==> src/rtl/cpu_pkg.sv <==
// Shared constants and types for the basic 10-bit CPU.
//   CPU_ADDR_W     : PC / stack data / vector width
//   CPU_N_IRQ      : default number of interrupt lines (bit 0 = highest priority)
//   CPU_VEC_BASE   : vector address of interrupt line 0
//   CPU_VEC_STRIDE : words between consecutive interrupt vectors
//   irq_id_t       : index of one interrupt line at the default line count
package cpu_pkg;

  localparam int CPU_ADDR_W = 10;
  localparam int CPU_N_IRQ = 4;
  localparam logic [CPU_ADDR_W-1:0] CPU_VEC_BASE = 10'h3C0;
  localparam int CPU_VEC_STRIDE = 4;

  typedef logic [$clog2(CPU_N_IRQ)-1:0] irq_id_t;

endpackage

==> src/rtl/intr_prio_enc.sv <==
// Lowest-set-bit priority encoder.
//   req   : request vector, bit 0 has the highest priority
//   valid : at least one bit of req is set
//   id    : index of the lowest set bit of req (0 when valid=0)
module intr_prio_enc #(
  parameter int N = 4,
  parameter int IDW = (N > 1) ? $clog2(N) : 1
) (
  input  logic [N-1:0]   req,
  output logic           valid,
  output logic [IDW-1:0] id
);

  // Scan from the top down so the lowest set bit is the last one written.
  always_comb begin
    valid = 1'b0;
    id    = '0;
    for (int i = N - 1; i >= 0; i--) begin
      if (req[i]) begin
        valid = 1'b1;
        id    = IDW'(i);
      end
    end
  end

endmodule

==> src/rtl/intr_ctrl.sv <==
// Prioritised, nestable interrupt controller sitting in front of the
// return-address stack and the PC mux.
//   clk, reset  : rising-edge clock, synchronous active-high reset
//   irq         : interrupt requests, rising-edge sensitive
//   mask_we     : load mask register from mask_din (1 = line enabled)
//   reti        : CPU return-from-interrupt this cycle (stack pop)
//   stack_op    : CPU call/ret uses the stack this cycle
//   intr_take   : interrupt accepted; stack push + PC mux select
//   vec_addr    : vector of the accepted line while intr_take=1, else 0
//   s_intr      : current stack pop is an interrupt return
//   pending     : latched requests not yet accepted
//   in_service  : interrupts currently being serviced
//   mask        : current mask register
//
// Stack handshake: the stack has a single port and no ready signal. A push
// (intr_take) is only raised in a cycle where the CPU is not using the stack
// (stack_op=0, reti=0), so it is always accepted in the cycle it is shown.
// A blocked request stays pending and is offered again every cycle.
module intr_ctrl #(
  parameter int N_IRQ = cpu_pkg::CPU_N_IRQ,
  parameter int ADDR_W = cpu_pkg::CPU_ADDR_W,
  parameter logic [ADDR_W-1:0] VEC_BASE = cpu_pkg::CPU_VEC_BASE,
  parameter int VEC_STRIDE = cpu_pkg::CPU_VEC_STRIDE
) (
  input  logic              clk,
  input  logic              reset,
  input  logic [N_IRQ-1:0]  irq,
  input  logic              mask_we,
  input  logic [N_IRQ-1:0]  mask_din,
  input  logic              reti,
  input  logic              stack_op,
  output logic              intr_take,
  output logic [ADDR_W-1:0] vec_addr,
  output logic              s_intr,
  output logic [N_IRQ-1:0]  pending,
  output logic [N_IRQ-1:0]  in_service,
  output logic [N_IRQ-1:0]  mask
);

  localparam int IDW = (N_IRQ > 1) ? $clog2(N_IRQ) : 1;

  logic [N_IRQ-1:0]  irq_q;
  logic [N_IRQ-1:0]  rise;
  logic [N_IRQ-1:0]  cand;
  logic              cand_v;
  logic [IDW-1:0]    cand_id;
  logic              hp_v;
  logic [IDW-1:0]    hp_id;
  logic              eligible;
  logic [ADDR_W-1:0] vec_calc;
  logic [N_IRQ-1:0]  take_oh;
  logic [N_IRQ-1:0]  ret_oh;

  assign rise = irq & ~irq_q;
  assign cand = pending & mask;

  intr_prio_enc #(.N(N_IRQ), .IDW(IDW)) u_cand_enc (
    .req   (cand),
    .valid (cand_v),
    .id    (cand_id)
  );

  intr_prio_enc #(.N(N_IRQ), .IDW(IDW)) u_hp_enc (
    .req   (in_service),
    .valid (hp_v),
    .id    (hp_id)
  );

  // Only a strictly higher priority (lower index) than the innermost
  // in-service level may preempt.
  assign eligible = cand_v && (!hp_v || (cand_id < hp_id));

  assign intr_take = eligible & ~stack_op & ~reti & ~reset;
  assign s_intr    = reti & hp_v & ~reset;

  // Vector arithmetic wraps modulo 2^ADDR_W.
  assign vec_calc = VEC_BASE + ADDR_W'(cand_id) * ADDR_W'(VEC_STRIDE);
  assign vec_addr = intr_take ? vec_calc : '0;

  // take and return are mutually exclusive (reti blocks a take).
  assign take_oh = intr_take ? (N_IRQ'(1) << cand_id) : '0;
  assign ret_oh  = s_intr ? (N_IRQ'(1) << hp_id) : '0;

  always_ff @(posedge clk) begin
    if (reset) begin
      irq_q      <= '0;
      pending    <= '0;
      in_service <= '0;
      mask       <= '0;
    end else begin
      irq_q <= irq;
      // A fresh edge in the take cycle wins over the clear.
      pending    <= (pending & ~take_oh) | rise;
      in_service <= (in_service | take_oh) & ~ret_oh;
      if (mask_we) begin
        mask <= mask_din;
      end
    end
  end

endmodule
==> config.mk <==
export PLATFORM = sky130hd
export DESIGN_NAME = intr_ctrl
export DESIGN_NICKNAME = d
export VERILOG_FILES = /design/src/rtl/cpu_pkg.sv /design/src/rtl/intr_prio_enc.sv /design/src/rtl/intr_ctrl.sv
export SDC_FILE = /design/constraint.sdc
export NUM_CORES = 1
export LEC_CHECK = 0
export ABC_AREA = 1
export ABC_CLOCK_PERIOD_IN_PS = 1900
export CORE_MARGIN = 3
export CORE_UTILIZATION = 53
export CTS_CLUSTER_DIAMETER = 150
export DETAILED_ROUTE_END_ITERATION = 16
export DONT_BUFFER_PORTS = 1
export PLACE_DENSITY = 0.7
export SETUP_SLACK_MARGIN = 0.3
export SLEW_MARGIN = 30
export SYNTH_ARGS = -nofsm -noshare
export SYNTH_HDL_FRONTEND = slang
export SYNTH_SLANG_ARGS = --single-unit
==> constraint.sdc <==
create_clock -name clk -period 1.9 [get_ports clk]
set_input_delay 0.475 -clock clk [delete_from_list [all_inputs] [get_ports clk]]
set_output_delay 0.475 -clock clk [all_outputs]
set_load 0.01 [all_outputs]
After elaboration in Yosys (flattened, before gate mapping)
Index checks and enable logic that the tools add are counted.

$add $sub $neg: 1. $lt $le $gt $ge: 1. Shift operators: 2. Multiplexer cells: 19. Bitwise logic cells: 17. Reductions and logical operators: 3.

Operator list (number): $and A4 B4 Y4 (4); $mux W2 (8); $not A4 Y4 (3); $mux W10 (1); $add A7 B5 Y8 const A (1); $mux W1 (8); $mux W4 (2); $or A4 B4 Y4 (2); $shl A1 B2 Y4 const A (2); $and A1 B1 Y1 (5); $not A1 Y1 (3); $lt A2 B2 Y1 (1); $logic_and A1 B1 Y1 (1); $logic_not A1 Y1 (1); $logic_or A1 B1 Y1 (1).

Bits in registers: 16. Bits of input ports: 13. Output and inout bits: 24.

Depth between registers and ports, before layout
Depth after elaboration: 15. Depth in mapped cells: 12.

By module
Synthesis repeated with hierarchy kept, for this count alone.

Cells, all modules: 136. Area, all modules: 874.6 um^2.

By module, submodules not included: intr_ctrl (instances 1, cells an instance 120, area each 802.0 um^2, sequential area each 320.3 um^2); intr_prio_enc (instances 2, cells an instance 8, area each 36.3 um^2, sequential area each 0.0 um^2).

Least setup slack after synthesis
Ideal clock, no wire load.

Path kind: register to output. Start point: register pending[0]. End point: output port vec_addr[6]. Arrival: 1590 ps. Data required time: 1425 ps. Setup slack: -165 ps. Stages on the path, launching flop included: 11. Path buffers: 1. Cells stage by stage: dfxtp_1 nand2_2 nand2_1 a21oi_1 ha_1 nand2_1 nand2_1 nand2_2 nand2_1 inv_1 buf_4.

Cells in the longest elaborated chain, start to end: 9.

RTL lines: start, declared (RTL line intr_ctrl.sv:35) `output logic [N_IRQ-1:0] pending,`; start signal, assigned (RTL line intr_ctrl.sv:93) `pending <= (pending & ~take_oh) | rise;`; $and A4 B4 Y4 (*) (RTL line intr_ctrl.sv:55) `assign cand = pending & mask;`; $mux W2 (RTL line intr_prio_enc.sv:19) `if (req[i]) begin`; $lt A2 B2 Y1 (RTL line intr_ctrl.sv:71) `assign eligible = cand_v && (!hp_v || (cand_id < hp_id));`; $logic_or A1 B1 Y1 (RTL line intr_ctrl.sv:71); $logic_and A1 B1 Y1 (*) (RTL line intr_ctrl.sv:71); $and A1 B1 Y1 (*) (3 in series) (RTL line intr_ctrl.sv:73) `assign intr_take = eligible & ~stack_op & ~reti & ~reset;`; named net intr_take (RTL line intr_ctrl.sv:32) `output logic intr_take,`; $mux W10 (*) (RTL line intr_ctrl.sv:78) `assign vec_addr = intr_take ? vec_calc : '0;`; end, declared (RTL line intr_ctrl.sv:33) `output logic [ADDR_W-1:0] vec_addr,`.

Mark *: on every way through the listed nets, which the timed path passes. The rest lies on a longest branch.

Final worst setup path
Start point: register pending[1]. End point: output port vec_addr[3].

Cells in the longest elaborated chain, start to end: 10.

RTL lines (RTL line): $and A4 B4 Y4 (*) (intr_ctrl.sv:55); $mux W2 (2 in series) (intr_prio_enc.sv:19); $lt A2 B2 Y1 (intr_ctrl.sv:71); $logic_or A1 B1 Y1 (intr_ctrl.sv:71); $logic_and A1 B1 Y1 (intr_ctrl.sv:71); $and A1 B1 Y1 (3 in series) (intr_ctrl.sv:73); $mux W10 (*) (intr_ctrl.sv:78).

Mark *: on every way between the ends. The rest lies on a longest branch, timed or not.

==> flow_metrics.tcl <==
set metrics [dict create \
    outcome "finished with violations" \
    violations "setup timing" \
    vias 760 \
    min_period_ns 2.062 \
    cts_inserted_buffers 3 \
    cp.arrival_ns 1.59 \
    clkTransAtPathRegs_ns 0.09 \
    synth_cell_types 15 \
    crit_path_cell_trace "nand2_4 -> nand2_4 -> a21oi_4 -> ha_4 -> nand2_2 -> nand2_2 -> nand2_2 -> nand2_4 -> nor2_4" \
    die_x_um 45.89 \
    cpMaxStageDelayCell "dfxtp_4" \
    hold_path.class "in -> reg" \
    drt_wl_total_mm 1.877 \
    p_leak_nw 0.5120 \
    seq_area_um2 352.8 \
    crit_path_start_kind "flip-flop" \
    top_layer "met4" \
    drt_iter0_markers 24 \
    yosysSeqAreaShare_pct 37.98 \
    grtUsageTotal_pct 17.81 \
    setup_viol 7 \
    setup_ws_ns -0.1616 \
    diodes 0 \
    drc 0 \
    antenna_found_initial 0 \
    fmax_ghz 0.4851 \
    ant_nets 0 \
    hold_violations 0 \
    ios 37 \
    powerDensity_nw_per_um2 627.7 \
    grt_max_degree 12 \
    syn_inst 125 \
    multiInputGateArea_um2 490.5 \
    drive_above_1_share_pct 40.30 \
    cp.required_ns 1.42 \
    grt_pass1_wl_mm 2.766 \
    clock-sinks 16 \
    htree_levels 1 \
    synth.ff_latch_count 16 \
    dp_hpwl_mm 1.294 \
    setup_tns_ns -1.099 \
    worst_clock_skew_ns 0.003548 \
    start_util_pct 60.29 \
    critical_path_class "reg -> out" \
    met1Wirelength_um 875 \
    crit_path_max_fanout 3 \
    via_per_inst 5.101 \
    path_buf_inv 0 \
    gp_congestion 0.8310 \
    cp_top_family "simple AND/OR/NAND/NOR gates" \
    grt_setup_unrepaired "yes" \
    ir_drop_v 0.0005028 \
    routedWlPerCell_um 12.60 \
    cts_tree "built" \
    areaGrowthSynthToFinish_pct 26.71 \
    nNetsFinal 150 \
    clockBufferDepth 2 \
    dieArea_um2 2106 \
    worst_hold_slack_ns 0.2560 \
    core.rowCount 13 \
    synth_area_um2 843.3 \
    cp-end-kind "output pin" \
    drv_slew 0 \
    dpl_cell_area_um2 874.6 \
    cap_violations 0 \
    numPortBuffers 0 \
    final_cell_area_um2 1069 \
    insertion_delay_ns 0.28 \
    critical_path.max_stage_delay_ns 0.38 \
    wl_met3_um 128 \
    syn_avg_cell_area_um2 6.746 \
    overflow 0 \
    grt_pass1_vias 652 \
    min_period_over_period_pct 108.5 \
    dr_wl_met2_um 840 \
    nFillCells 100 \
    core_area_um2 1399 \
    root_buffer "clkbuf_4" \
    synth_warnings 0 \
    die_y_um 45.89 \
    first_pass_iters 4 \
]
[cells in the final DEF (no fill, tap or decap), types with 2 or more instances in the layout]
master     n
dfxtp_1    6
a21oi_2    4
nand3_2    2
dfxtp_2    2
inv_2      2
nand3_1    4
nor2_4     3
inv_1     20
buf_4     12
conb_1     4
o21ai_0    6
dfxtp_4    8
nand2_1   17
nand2_2    7
nand2_4    5
clkbuf_4   3
o31ai_1    2
nor2_1    20
[per-stage QoR]
step	setup slack (ns)	total power, mW	instances	util (%)
CTS	-0.1813	0.6573	146	70.04
global route	-0.2371	0.7051	149	76.39
global placement	0.08039	0.4698	140	62.52
detailed placement	0.07413	0.4717	140	62.52
floorplan	0.04924	0.4657	128	-
finish	-0.1616	0.6707	149	76.39
[power breakdown]
group          switching (mW)  total [mW]  internal [mW]
sequential             0.0280       0.383          0.355
clock                   0.103       0.177         0.0737
combinational          0.0656       0.111         0.0458
total                   0.196       0.671          0.474
[Yosys cell counts]
cell type  instances  share of area (%)
o21ai_0            7                4.2
nand2_1           25                 11
a21oi_1            2                1.2
dfxtp_1           16                 38
nand2_2            4                3.0
buf_2              1               0.59
nor4_4             1                2.5
nor2_1            24                 11
inv_1             23                 10
buf_4              8                7.1
conb_1             1               0.44
o31ai_1            2                1.8
a21oi_2            4                4.2
ha_1               1                1.5
nand3_1            6                3.6
[cell type report]
cell class | count | area share, %
Timing Repair Buffer | 12 | 8.431
Sequential cell | 16 | 33.02
Clock buffer | 3 | 2.108
Multi-Input combinational cell | 80 | 45.90
Inverter | 23 | 8.782
Tap cell | 15 | 1.756
[timing repair]
action / in CTS / in global routing
buffers inserted: 3 / 3
hold buffers: 0 / 0
gates resized for setup: 19 / 19
pin swaps: 5 / 11
setup endpoints to repair: 8 / 16
[kinds of logic (layout without fill, tap and decap cells)]
group	count (synthesis)	count (layout)	share of synthesized area, %
compound gates	15	15	11.27
fa+ha+maj	1	1	1.483
buf+inv	32	38	17.95
flops	16	16	37.98
other cells	1	4	0.4447
simple gates	60	60	30.86
[layer usage]
metal  GRT usage (%)  vias to the layer above
met5               0                        -
met4           7.386                        0
met3           4.743                        5
met2           25.55                       32
met1           24.76                      333
li1                -                      390
[worst paths after layout]
kind / from / to / slack (ns) / cells after the start
max: pending[1]$_SDFF_PP0_ / vec_addr[3] / -0.16 / 9
min: reset / irq_q[0]$_SDFF_PP0_ / 0.26 / 1
max reg2reg: pending[1]$_SDFF_PP0_ / in_service[2]$_SDFF_PP0_ / 0.25 / 11
min reg2reg: irq_q[1]$_SDFF_PP0_ / pending[1]$_SDFF_PP0_ / 0.46 / 3
[registers in the layout, indices dropped and copies added, names as in the netlist]
signal / count
pending: 4
irq_q: 4
in_service: 4
mask: 4
(Power assumes the default switching activity.)
